--- src/rtl/lcd_timing_pkg.sv ---
`default_nettype none
// ============================================================================
// Module      : lcd_timing_pkg
// Description : Default 800x480 panel timing constants, counter widths and a
//               small window-compare helper shared by the timing generator.
// Revision    : 1.0 - initial release
// ============================================================================
package lcd_timing_pkg;

  // Counter widths for column (0..1055) and row (0..524)
  localparam int COL_W = 11;
  localparam int FIL_W = 10;

  // Default horizontal timing, in NCLK periods
  localparam int DEF_H_TOTAL     = 1056;
  localparam int DEF_H_SYNC      = 1;
  localparam int DEF_H_ACT_START = 216;
  localparam int DEF_H_ACT       = 800;

  // Default vertical timing, in lines
  localparam int DEF_V_TOTAL     = 525;
  localparam int DEF_V_SYNC      = 1;
  localparam int DEF_V_ACT_START = 35;
  localparam int DEF_V_ACT       = 480;

  // Unsigned half-open window test: lo <= v < hi
  function automatic logic in_window(input logic [15:0] v,
                                     input logic [15:0] lo,
                                     input logic [15:0] hi);
    return (v >= lo) && (v < hi);
  endfunction

endpackage
`default_nettype wire

--- src/rtl/lcd_timing_gen_if.sv ---
`default_nettype none
// ============================================================================
// Module      : lcd_timing_gen_if
// Description : Panel timing bundle between the timing generator (master) and
//               the rendering stage (slave). frame/frame_start exist only when
//               LCD_FRAME_COUNT_EN is defined.
// Revision    : 1.0 - initial release
// ============================================================================
interface lcd_timing_gen_if;
  import lcd_timing_pkg::*;

  logic             NCLK;
  logic             GREST;
  logic             HD;
  logic             VD;
  logic             DEN;
  logic [COL_W-1:0] col;
  logic [FIL_W-1:0] fil;
`ifdef LCD_FRAME_COUNT_EN
  logic [7:0]       frame;
  logic             frame_start;
`endif

`ifdef LCD_FRAME_COUNT_EN
  modport master (output NCLK, GREST, HD, VD, DEN, col, fil, frame, frame_start);
  modport slave  (input  NCLK, GREST, HD, VD, DEN, col, fil, frame, frame_start);
`else
  modport master (output NCLK, GREST, HD, VD, DEN, col, fil);
  modport slave  (input  NCLK, GREST, HD, VD, DEN, col, fil);
`endif

endinterface
`default_nettype wire

--- src/rtl/lcd_axis_counter.sv ---
`default_nettype none
// ============================================================================
// Module      : lcd_axis_counter
// Description : Wrapping up-counter 0..MAX with enable. Exposes the registered
//               count, the value it will take on the next edge, and a wrap
//               strobe (enabled and currently at MAX).
// Revision    : 1.0 - initial release
// ============================================================================
module lcd_axis_counter #(
  parameter int W   = 11,
  parameter int MAX = 1055
) (
  input  logic         clk,
  input  logic         rst_n,
  input  logic         i_en,
  output logic [W-1:0] o_cnt,
  output logic [W-1:0] o_cnt_nxt,
  output logic         o_wrap
);

  localparam logic [W-1:0] MAX_V = W'(MAX);

  logic [W-1:0] cnt_q;
  logic [W-1:0] cnt_d;
  logic         at_max;

  // Next count: hold, increment, or wrap back to zero after MAX
  always_comb begin
    at_max = (cnt_q == MAX_V);
    cnt_d  = cnt_q;
    if (i_en) begin
      cnt_d = at_max ? '0 : cnt_q + W'(1);
    end
  end

  // Count register, cleared asynchronously
  always_ff @(posedge clk or negedge rst_n) begin
    if (!rst_n) begin
      cnt_q <= '0;
    end else begin
      cnt_q <= cnt_d;
    end
  end

  assign o_cnt     = cnt_q;
  assign o_cnt_nxt = cnt_d;
  assign o_wrap    = i_en && at_max;

endmodule
`default_nettype wire

--- src/rtl/lcd_timing_gen.sv ---
`default_nettype none
// ============================================================================
// Module      : lcd_timing_gen
// Description : LCD panel timing generator. Divides CLK by two into NCLK and
//               advances col/fil on the CLK edge where NCLK falls, so every
//               output is stable across posedge NCLK. HD/VD/DEN are registered
//               from the next counter values to stay aligned with col/fil.
//               GREST is RST_n re-synchronised to CLK.
//               Optional: LCD_FRAME_COUNT_EN adds frame and frame_start.
// Revision    : 1.0 - initial release
// ============================================================================
module lcd_timing_gen
  import lcd_timing_pkg::*;
#(
  parameter int H_TOTAL     = DEF_H_TOTAL,
  parameter int H_SYNC      = DEF_H_SYNC,
  parameter int H_ACT_START = DEF_H_ACT_START,
  parameter int H_ACT       = DEF_H_ACT,
  parameter int V_TOTAL     = DEF_V_TOTAL,
  parameter int V_SYNC      = DEF_V_SYNC,
  parameter int V_ACT_START = DEF_V_ACT_START,
  parameter int V_ACT       = DEF_V_ACT
) (
  input  logic                CLK,
  input  logic                RST_n,
  lcd_timing_gen_if.master    lcd
);

  localparam logic [COL_W-1:0] H_SYNC_W = COL_W'(H_SYNC);
  localparam logic [FIL_W-1:0] V_SYNC_W = FIL_W'(V_SYNC);
  localparam logic [15:0]      H_LO     = 16'(H_ACT_START);
  localparam logic [15:0]      H_HI     = 16'(H_ACT_START + H_ACT);
  localparam logic [15:0]      V_LO     = 16'(V_ACT_START);
  localparam logic [15:0]      V_HI     = 16'(V_ACT_START + V_ACT);

  logic             nclk_q;
  logic             nclk_d;
  logic [1:0]       grest_sync_q;
  logic [1:0]       grest_sync_d;
  logic             advance;
  logic [COL_W-1:0] col_q;
  logic [COL_W-1:0] col_nxt;
  logic [FIL_W-1:0] fil_q;
  logic [FIL_W-1:0] fil_nxt;
  logic             col_wrap;
  logic             fil_wrap;
  logic             hd_q;
  logic             hd_d;
  logic             vd_q;
  logic             vd_d;
  logic             den_q;
  logic             den_d;

  // The edge on which NCLK goes 1->0 is the only one that moves the raster
  assign advance = nclk_q;

  lcd_axis_counter #(
    .W   (COL_W),
    .MAX (H_TOTAL - 1)
  ) u_col_cnt (
    .clk       (CLK),
    .rst_n     (RST_n),
    .i_en      (advance),
    .o_cnt     (col_q),
    .o_cnt_nxt (col_nxt),
    .o_wrap    (col_wrap)
  );

  // col_wrap already implies advance
  lcd_axis_counter #(
    .W   (FIL_W),
    .MAX (V_TOTAL - 1)
  ) u_fil_cnt (
    .clk       (CLK),
    .rst_n     (RST_n),
    .i_en      (col_wrap),
    .o_cnt     (fil_q),
    .o_cnt_nxt (fil_nxt),
    .o_wrap    (fil_wrap)
  );

  // Pixel clock toggle, GREST shift-in, and sync/enable decode from next counts
  always_comb begin
    nclk_d       = ~nclk_q;
    grest_sync_d = {grest_sync_q[0], 1'b1};
    hd_d         = hd_q;
    vd_d         = vd_q;
    den_d        = den_q;
    if (advance) begin
      hd_d  = !(col_nxt < H_SYNC_W);
      vd_d  = !(fil_nxt < V_SYNC_W);
      den_d = in_window(16'(col_nxt), H_LO, H_HI) &&
              in_window(16'(fil_nxt), V_LO, V_HI);
    end
  end

  // Pixel clock and sync/enable registers
  always_ff @(posedge CLK or negedge RST_n) begin
    if (!RST_n) begin
      nclk_q <= 1'b0;
      hd_q   <= 1'b1;
      vd_q   <= 1'b1;
      den_q  <= 1'b0;
    end else begin
      nclk_q <= nclk_d;
      hd_q   <= hd_d;
      vd_q   <= vd_d;
      den_q  <= den_d;
    end
  end

  // Two-flop reset synchroniser: asserts at once, releases two CLK edges later
  always_ff @(posedge CLK or negedge RST_n) begin
    if (!RST_n) begin
      grest_sync_q <= 2'b00;
    end else begin
      grest_sync_q <= grest_sync_d;
    end
  end

  assign lcd.NCLK  = nclk_q;
  assign lcd.GREST = grest_sync_q[1];
  assign lcd.HD    = hd_q;
  assign lcd.VD    = vd_q;
  assign lcd.DEN   = den_q;
  assign lcd.col   = col_q;
  assign lcd.fil   = fil_q;

`ifdef LCD_FRAME_COUNT_EN
  logic [7:0] frame_q;
  logic [7:0] frame_d;
  logic       frame_start_q;
  logic       frame_start_d;

  // Count completed frames and flag the first raster position of each frame
  always_comb begin
    frame_d       = frame_q;
    frame_start_d = frame_start_q;
    if (fil_wrap) begin
      frame_d = frame_q + 8'd1;
    end
    if (advance) begin
      frame_start_d = (col_nxt == '0) && (fil_nxt == '0);
    end
  end

  // Frame counter registers
  always_ff @(posedge CLK or negedge RST_n) begin
    if (!RST_n) begin
      frame_q       <= 8'd0;
      frame_start_q <= 1'b0;
    end else begin
      frame_q       <= frame_d;
      frame_start_q <= frame_start_d;
    end
  end

  assign lcd.frame       = frame_q;
  assign lcd.frame_start = frame_start_q;
`else
  logic fil_wrap_unused;
  assign fil_wrap_unused = fil_wrap;
`endif

endmodule
`default_nettype wire

--- src/flat_wrapper.sv ---
// flat-port wrapper written by rule: the top's interface ports become plain ports
module lcd_timing_gen_flat import lcd_timing_pkg::*;
#(
  parameter int H_TOTAL     = DEF_H_TOTAL,
  parameter int H_SYNC      = DEF_H_SYNC,
  parameter int H_ACT_START = DEF_H_ACT_START,
  parameter int H_ACT       = DEF_H_ACT,
  parameter int V_TOTAL     = DEF_V_TOTAL,
  parameter int V_SYNC      = DEF_V_SYNC,
  parameter int V_ACT_START = DEF_V_ACT_START,
  parameter int V_ACT       = DEF_V_ACT
)
  (CLK, RST_n, lcd_NCLK, lcd_GREST, lcd_HD, lcd_VD, lcd_DEN, lcd_col, lcd_fil);
  lcd_timing_gen_if lcd_i ();
  input  logic CLK;
  input  logic RST_n;
  output wire logic [$bits(lcd_i.NCLK)-1:0] lcd_NCLK;
  output wire logic [$bits(lcd_i.GREST)-1:0] lcd_GREST;
  output wire logic [$bits(lcd_i.HD)-1:0] lcd_HD;
  output wire logic [$bits(lcd_i.VD)-1:0] lcd_VD;
  output wire logic [$bits(lcd_i.DEN)-1:0] lcd_DEN;
  output wire logic [$bits(lcd_i.col)-1:0] lcd_col;
  output wire logic [$bits(lcd_i.fil)-1:0] lcd_fil;
  assign lcd_NCLK = lcd_i.NCLK;
  assign lcd_GREST = lcd_i.GREST;
  assign lcd_HD = lcd_i.HD;
  assign lcd_VD = lcd_i.VD;
  assign lcd_DEN = lcd_i.DEN;
  assign lcd_col = lcd_i.col;
  assign lcd_fil = lcd_i.fil;
  lcd_timing_gen #(.H_TOTAL(H_TOTAL), .H_SYNC(H_SYNC), .H_ACT_START(H_ACT_START), .H_ACT(H_ACT), .V_TOTAL(V_TOTAL), .V_SYNC(V_SYNC), .V_ACT_START(V_ACT_START), .V_ACT(V_ACT)) u_core (.CLK(CLK), .RST_n(RST_n), .lcd(lcd_i));
endmodule
--- config.mk ---
export PLATFORM = sky130hd
export DESIGN_NAME = lcd_timing_gen_flat
export DESIGN_NICKNAME = d
export VERILOG_FILES = /design/src/rtl/lcd_timing_pkg.sv /design/src/rtl/lcd_timing_gen_if.sv /design/src/rtl/lcd_axis_counter.sv /design/src/rtl/lcd_timing_gen.sv /design/src/flat_wrapper.sv
export SDC_FILE = /design/constraint.sdc
export NUM_CORES = 1
export LEC_CHECK = 0
export ABC_AREA = 1
export ABC_CLOCK_PERIOD_IN_PS = 3600
export CAP_MARGIN = 0
export CORE_UTILIZATION = 45
export DETAILED_ROUTE_END_ITERATION = 8
export GPL_ROUTABILITY_DRIVEN = 0
export PLACE_DENSITY = 0.69
export SLEW_MARGIN = 20
export SYNTH_ARGS = -nofsm -noshare
export SYNTH_HDL_FRONTEND = slang
export SYNTH_SLANG_ARGS = --single-unit
--- constraint.sdc ---
create_clock -name CLK -period 3.6 [get_ports CLK]
set_input_delay 1.08 -clock CLK [delete_from_list [all_inputs] [get_ports CLK]]
set_output_delay 1.08 -clock CLK [all_outputs]
set_load 0.01 [all_outputs]
==> out/qor.log <==
[clock_network] number of gates resized after cts 0
[layout] nets@finish 301
[sta] Slew @ Worst Pin 529 ps
[routing] Via density 5.01
[sta] clk_skew 2.56 ps
[yosys] post-synthesis instance area 1780 um2
[floorplanning] total die area 4210 um2
[sta] min cycle time layout 2680 ps
[clock_network] clock tree from TritonCTS done
[yosys] Syn. warnings 0
[power_and_ir_drop] Static Leakage 1.17 nW
[worst_setup_path] buffering stage count on the worst path with inverters included 1
[power_and_ir_drop] switching power total 0.105 mW
[sta] Rel. slew slack 64.7%
[power_and_ir_drop] Internal Dissipation 0.386 mW
[worst_setup_path] Setup Crit Path Kind reg2out
[layout] area delta synth->final 20.1%
[global_route] Overflow after GRT 0
[clock_network] count of hold buffers inserted by post-cts repair 0
[floorplanning] floorplan die height 64.9 um
[worst_setup_path] crit path capture type output port
[power_and_ir_drop] areal power density over the cells 230 nW/um2
[routing] post-route antenna net violation count 0
[sta] setup repair after global routing missed its margin no
[power_and_ir_drop] combinational group share of total power 1.8%
[worst_setup_path] required arrival time at the worst endpoint 2520 ps
[yosys] EDFF count, synth 0
[worst_setup_path] master of the slowest instance on the critical path sky130_fd_sc_hd__dfrtp_1
[status] outcome complete, no violations
[place] port bufs 27
[sta] setup tns final 0 ps
[routing] DRT iter0 DRCs 78
[sta] max-slew violation count 0
[sta] final worst path period share 74.5%
[global_route] via count of the first global-routing pass 1603
[power_and_ir_drop] total chip power 0.491 mW
[worst_setup_path] worst path arrival time 1600 ps
[global_route] largest net degree at the start of global routing 28
[worst_setup_path] top cell family by delay on the critical path flip-flops
[worst_setup_path] critical path's largest stage delay 690 ps
[routing] post-detailed-route DRC marker count 0
[routing] iteration count of the initial detailed-routing pass 4
[power_and_ir_drop] Switching Share 21.4%
[clock_network] # Post-CTS Setup Buffers 0
[clock_network] register clock-pin slew on the reported worst setup and hold paths 90 ps
[floorplanning] effective utilization at floorplan 47.9%
[global_route] gr usage total 20.9%
[hold_path] worst hold path class reg2reg
[yosys] average footprint of a synthesized cell 6.66 um2
[sta] # setup viols final 0
[floorplanning] die boundary width 64.9 um
[yosys] net count after synthesis 272
[floorplanning] core footprint 3720 um2
[floorplanning] number of core rows 22
[yosys] part of the Yosys area used for sequential elements 38.1%
[floorplanning] I/O pin count 28
[clock_network] CTS Buf Count 3
[power_and_ir_drop] power share of the sequential group 62.1%
[flow_run] Max Cap Violations 0
[layout] fraction of layout cells with a size suffix above 1 7.12%
[yosys] #FFs+latches synth 27
[place] HPWL Detailed 3.06 mm
[clock_network] buffer type at the clock tree root sky130_fd_sc_hd__clkbuf_8
[clock_network] largest buffer count on any clock path 2
[yosys] main flop type after synthesis sky130_fd_sc_hd__dfrtp_1
[global_route] number of antenna violations at the first check in global routing 0
[worst_setup_path] crit-path max FO 16
[yosys] number of standard cells after synthesis 267
[sta] Fmax achieved 373 MHz
[worst_setup_path] crit path cell chain clkdlybuf4s50_1
[power_and_ir_drop] part of the power in the clock network 36.1%
[clock_network] Num Clock Sinks 27
[routing] detailed-route wire length 3.96 mm
[yosys] Synth cell types 31
[worst_setup_path] launching element type of the critical path flop
[routing] via count of the routed design 1717
[clock_network] later-pin clock latency in the skew report 270 ps
[routing] average detailed-routed wire length per instance 11.5 um
[layout] antenna cells 0
[clock_network] htree depth 1
[power_and_ir_drop] VDD IR max 0.186 mV
[sta] Hold Fails Final Rpt 0
[global_route] global-route wire length before repair 6.86 mm
[yosys] ys async rst share 100%
per-layer routing:
| metal | track usage [%] | part of all wire (%) | vias to the layer above |
|---|---|---|---|
| met5 | 0 | 0 | - |
| met4 | 8.61 | 1.5 | 0 |
| met3 | 2.11 | 3.4 | 7 |
| met1 | 26.1 | 47 | 787 |
| li1 | - | - | 890 |
| met2 | 36.6 | 48 | 33 |
placed cells by master (no fill, tap or decap), types with 2 or more instances in the layout:
master	netlist	final
sky130_fd_sc_hd__nand2_1	84	84
sky130_fd_sc_hd__inv_1	43	43
sky130_fd_sc_hd__nor2_1	34	34
sky130_fd_sc_hd__nand3_1	27	27
sky130_fd_sc_hd__clkdlybuf4s50_1	0	27
sky130_fd_sc_hd__dfrtp_1	25	25
sky130_fd_sc_hd__nand4_1	7	7
sky130_fd_sc_hd__o21ai_0	6	6
sky130_fd_sc_hd__nor2_2	5	5
sky130_fd_sc_hd__nor3_1	4	4
sky130_fd_sc_hd__xor2_1	3	3
sky130_fd_sc_hd__ha_1	3	3
sky130_fd_sc_hd__clkbuf_8	0	3
sky130_fd_sc_hd__nor3_2	2	2
sky130_fd_sc_hd__nand3b_1	2	2
sky130_fd_sc_hd__o21ai_2	2	2
sky130_fd_sc_hd__a21oi_1	2	2
sky130_fd_sc_hd__dfstp_2	2	2
stage by stage:
step | instance area (um2) | util, % | instances | setup WS (ps) | hold WS (ps)
final | 2140 | 57.5 | 343 | 920 | 355
after global routing | 2140 | 57.5 | 343 | 844 | 381
after CTS | 2140 | 57.5 | 343 | 921 | 359
after detailed placement | 2090 | 56.2 | 339 | 1250 | 336
after global placement | 2090 | 56.2 | 339 | 1250 | 332
after floorplan | 1780 | - | 267 | 1800 | 331
area by class of cell:
class	count	area, um2
fill	378	1580
tap	48	60.1
inverter	45	170
clock buffer	3	41.3
multi-input combinational	191	902
clock inverter	1	7.51
sequential	27	678
timing repair buffer	28	278
cell usage after synthesis (2+ instances only):
master | n | share of area [%]
sky130_fd_sc_hd__dfrtp_1 | 25 | 35
sky130_fd_sc_hd__nand3_1 | 27 | 7.6
sky130_fd_sc_hd__nand3b_1 | 2 | 0.84
sky130_fd_sc_hd__o21ai_2 | 2 | 0.98
sky130_fd_sc_hd__dfstp_2 | 2 | 3.0
sky130_fd_sc_hd__ha_1 | 3 | 2.1
sky130_fd_sc_hd__nor3_1 | 4 | 1.1
sky130_fd_sc_hd__a21oi_1 | 2 | 0.56
sky130_fd_sc_hd__nor3_2 | 2 | 1.1
sky130_fd_sc_hd__nand4_1 | 7 | 2.5
sky130_fd_sc_hd__inv_1 | 43 | 9.1
sky130_fd_sc_hd__buf_2 | 2 | 0.56
sky130_fd_sc_hd__nor2_1 | 34 | 7.2
sky130_fd_sc_hd__nor2_2 | 5 | 1.8
sky130_fd_sc_hd__nand2_1 | 84 | 18
sky130_fd_sc_hd__o21ai_0 | 6 | 1.7
sky130_fd_sc_hd__xor2_1 | 3 | 1.5
kinds of logic (layout without fill, tap and decap cells):
family	count (synthesis)	count (layout)	share of synthesized area (%)
simple gates	170	170	42.1
buf+inv	49	77	11.2
flops	27	27	38.1
compound gates	14	14	4.78
fa+ha+maj	3	3	2.11
xor+xnor	3	3	1.48
other cells	1	1	0.211
power groups by stage:
stage / registers (mW) / clock network, mW / logic (mW)
floorplan: 0.311 / 0 / 0.0000910
global placement: 0.310 / 0 / 0.00941
detailed placement: 0.310 / 0 / 0.00963
CTS: 0.305 / 0.183 / 0.00955
global route: 0.305 / 0.196 / 0.0105
finish: 0.304 / 0.177 / 0.00891
final timing paths:
kind | from | to | slack, ps | depth (start not counted)
worst max-delay path | u_core.lcd.NCLK | lcd_NCLK | 920 | 1
worst min register to register | u_core.grest_sync_q[0] | u_core.grest_sync_q[1] | 360 | 0
worst max register to register | u_core.u_col_cnt.o_cnt[1] | u_core.lcd.DEN | 1490 | 12
min in group asynchronous | RST_n | u_core.u_col_cnt.o_cnt[6] | 1160 | 2
max in group asynchronous | RST_n | u_core.lcd.VD | 2130 | 2
worst min-delay path | u_core.grest_sync_q[0] | u_core.grest_sync_q[1] | 360 | 0
state kept, by name, indices dropped and copies added (netlist names):
signal	flops
u_core.lcd.NCLK	1
u_core.lcd.HD	1
u_core.grest_sync_q	2
u_core.lcd.DEN	1
u_core.u_col_cnt.o_cnt	11
u_core.lcd.VD	1
u_core.u_fil_cnt.o_cnt	10
Note: power is estimated with default switching activity, not from simulation.
==> variant, RTL diff (same flow settings) <==
Set the package constant `COL_W` to 22 (it was 11).
--- a/src/rtl/lcd_timing_pkg.sv
+++ b/src/rtl/lcd_timing_pkg.sv
@@ -10,3 +10,3 @@
   // Counter widths for column (0..1055) and row (0..524)
-  localparam int COL_W = 11;
+  localparam int COL_W = 22;
   localparam int FIL_W = 10;
Interface: changed (resized lcd_col); port bits go from 28 to 39. The function was not compared with the original's and may differ.
==> variant against the original RTL <==
Routed wire length is 68% higher; fmax is 8.9% higher; die area is 46% higher; sequential cell count is 11 higher; area after synthesis is 48% higher; cell area is 49% higher; critical endpoint is now lcd_fil[4]; sequential power is 41% higher; count of clock-buffer cells in the layout is 2 higher; critical path depth stayed put; total power is 63% higher; combinational power is 13% higher; worst setup slack better by 0.22 ns.
==> variant: results (changes against the original RTL) <==
Status: complete, no violations
Final nets: 440 (+46%)
Post-synthesis instance total: 392 (+47%)
Routed WL per cell: 13.1 um (+13%)
Global Route Usage Sum: 23.6% (+2.7 points)
Iter 0 DRT Violations: 148 (+90%)
CP arrival: 1.38 ns (-0.22 ns)
Fmax: 406 MHz (+8.9%)
Post-Synth Adder-Cell Area: 1.43% (-0.68 points)
Detailed placement HPWL: 5.01 mm (+64%)
CP max FO: 8 (-8)
Leakage: 1.70 nW (+44%)
Worst path max stage delay: 0.59 ns (-0.10 ns)
Largest net degree at the start of global routing: 39 (+39%)
Worst vdd ir: 203 uV (+9.2%)
Worst Skew: 0.00649 ns (+0.00394 ns)
Global-route wire length before repair: 11.3 mm (+64%)
Switch share: 20.9% (-0.49 points)
H-tree Lvls: 2 (+1)
Hold Slack: 0.372 ns (+0.0169 ns)
Layout cells sized above 1: 12.2% (+5.0 points)
Setup slack, reg-to-reg: 1.52 ns (+0.03 ns)
Delay-heaviest family, CP: buffers and inverters
Post-synth cell types: 33 (+6.5%)
First drt pass iteration count: 5 (+1)
Post-synth top cells: nand2_1, inv_1, nor2_1
Main area contributors after synthesis: dfrtp_1, nand2_1, inv_1, nor2_1, nand3_1
CTS Buf Count: 5 (+2)
Post-synthesis compound-gate area fraction: 2.85% (-1.9 points)
CP max stage cell: clkdlybuf4s50_1
Post-synth net total: 397 (+46%)
Post-synthesis xor/xnor area fraction: 2.66% (+1.2 points)
Register area share after synthesis: 36.2% (-1.9 points)
variant: cell types whose count changed in the layout (fill, tap and decap cells not counted), moves of 7 or more:
cell	change
nand2_1	+31
nor2_1	+21
inv_1	+20
dfrtp_1	+11
clkdlybuf4s50_1	+10
nand2_2	+8
nand3_1	+7
variant: power by group through the flow:
stage / combinational (mW) / clock, mW / sequential, mW
floorplan: 0.0000913 / 0 / 0.437
global placement: 0.0110 / 0 / 0.436
detailed placement: 0.0110 / 0 / 0.437
CTS: 0.0110 / 0.369 / 0.428
global route: 0.0122 / 0.387 / 0.428
finish: 0.0101 / 0.363 / 0.428
variant: final timing paths:
| check | start | depth (start not counted) | to |
|---|---|---|---|
| worst max-delay path | u_core.u_fil_cnt.o_cnt[4]$_DFF_PN0_ | 1 | lcd_fil[4] |
| worst min-delay path | u_core.grest_sync_q[0]$_DFF_PN0_ | 0 | u_core.grest_sync_q[1]$_DFF_PN0_ |
| worst max register to register | u_core.u_col_cnt.o_cnt[0]$_DFF_PN0_ | 12 | u_core.lcd.HD$_DFFE_PN1P_ |
| worst min register to register | u_core.grest_sync_q[0]$_DFF_PN0_ | 0 | u_core.grest_sync_q[1]$_DFF_PN0_ |
| max in group asynchronous | RST_n | 1 | u_core.grest_sync_q[0]$_DFF_PN0_ |
| min in group asynchronous | RST_n | 1 | u_core.u_col_cnt.o_cnt[16]$_DFF_PN0_ |
variant: final cells by class:
cell class / count / area [um^2]
fillers: 541 / 2390
well taps: 72 / 90.1
flip-flops and latches: 38 / 953
clock inverters: 3 / 40.0
clock buffers: 5 / 68.8
multi-input cells: 280 / 1380
repair buffers: 39 / 383
inverters: 71 / 268
variant: metal layers:
metal,wire [um],GRT usage [%]
met1,3090,32.7
met5,0,0
met4,120,8.33
met3,270,3.84
met2,3160,37.3
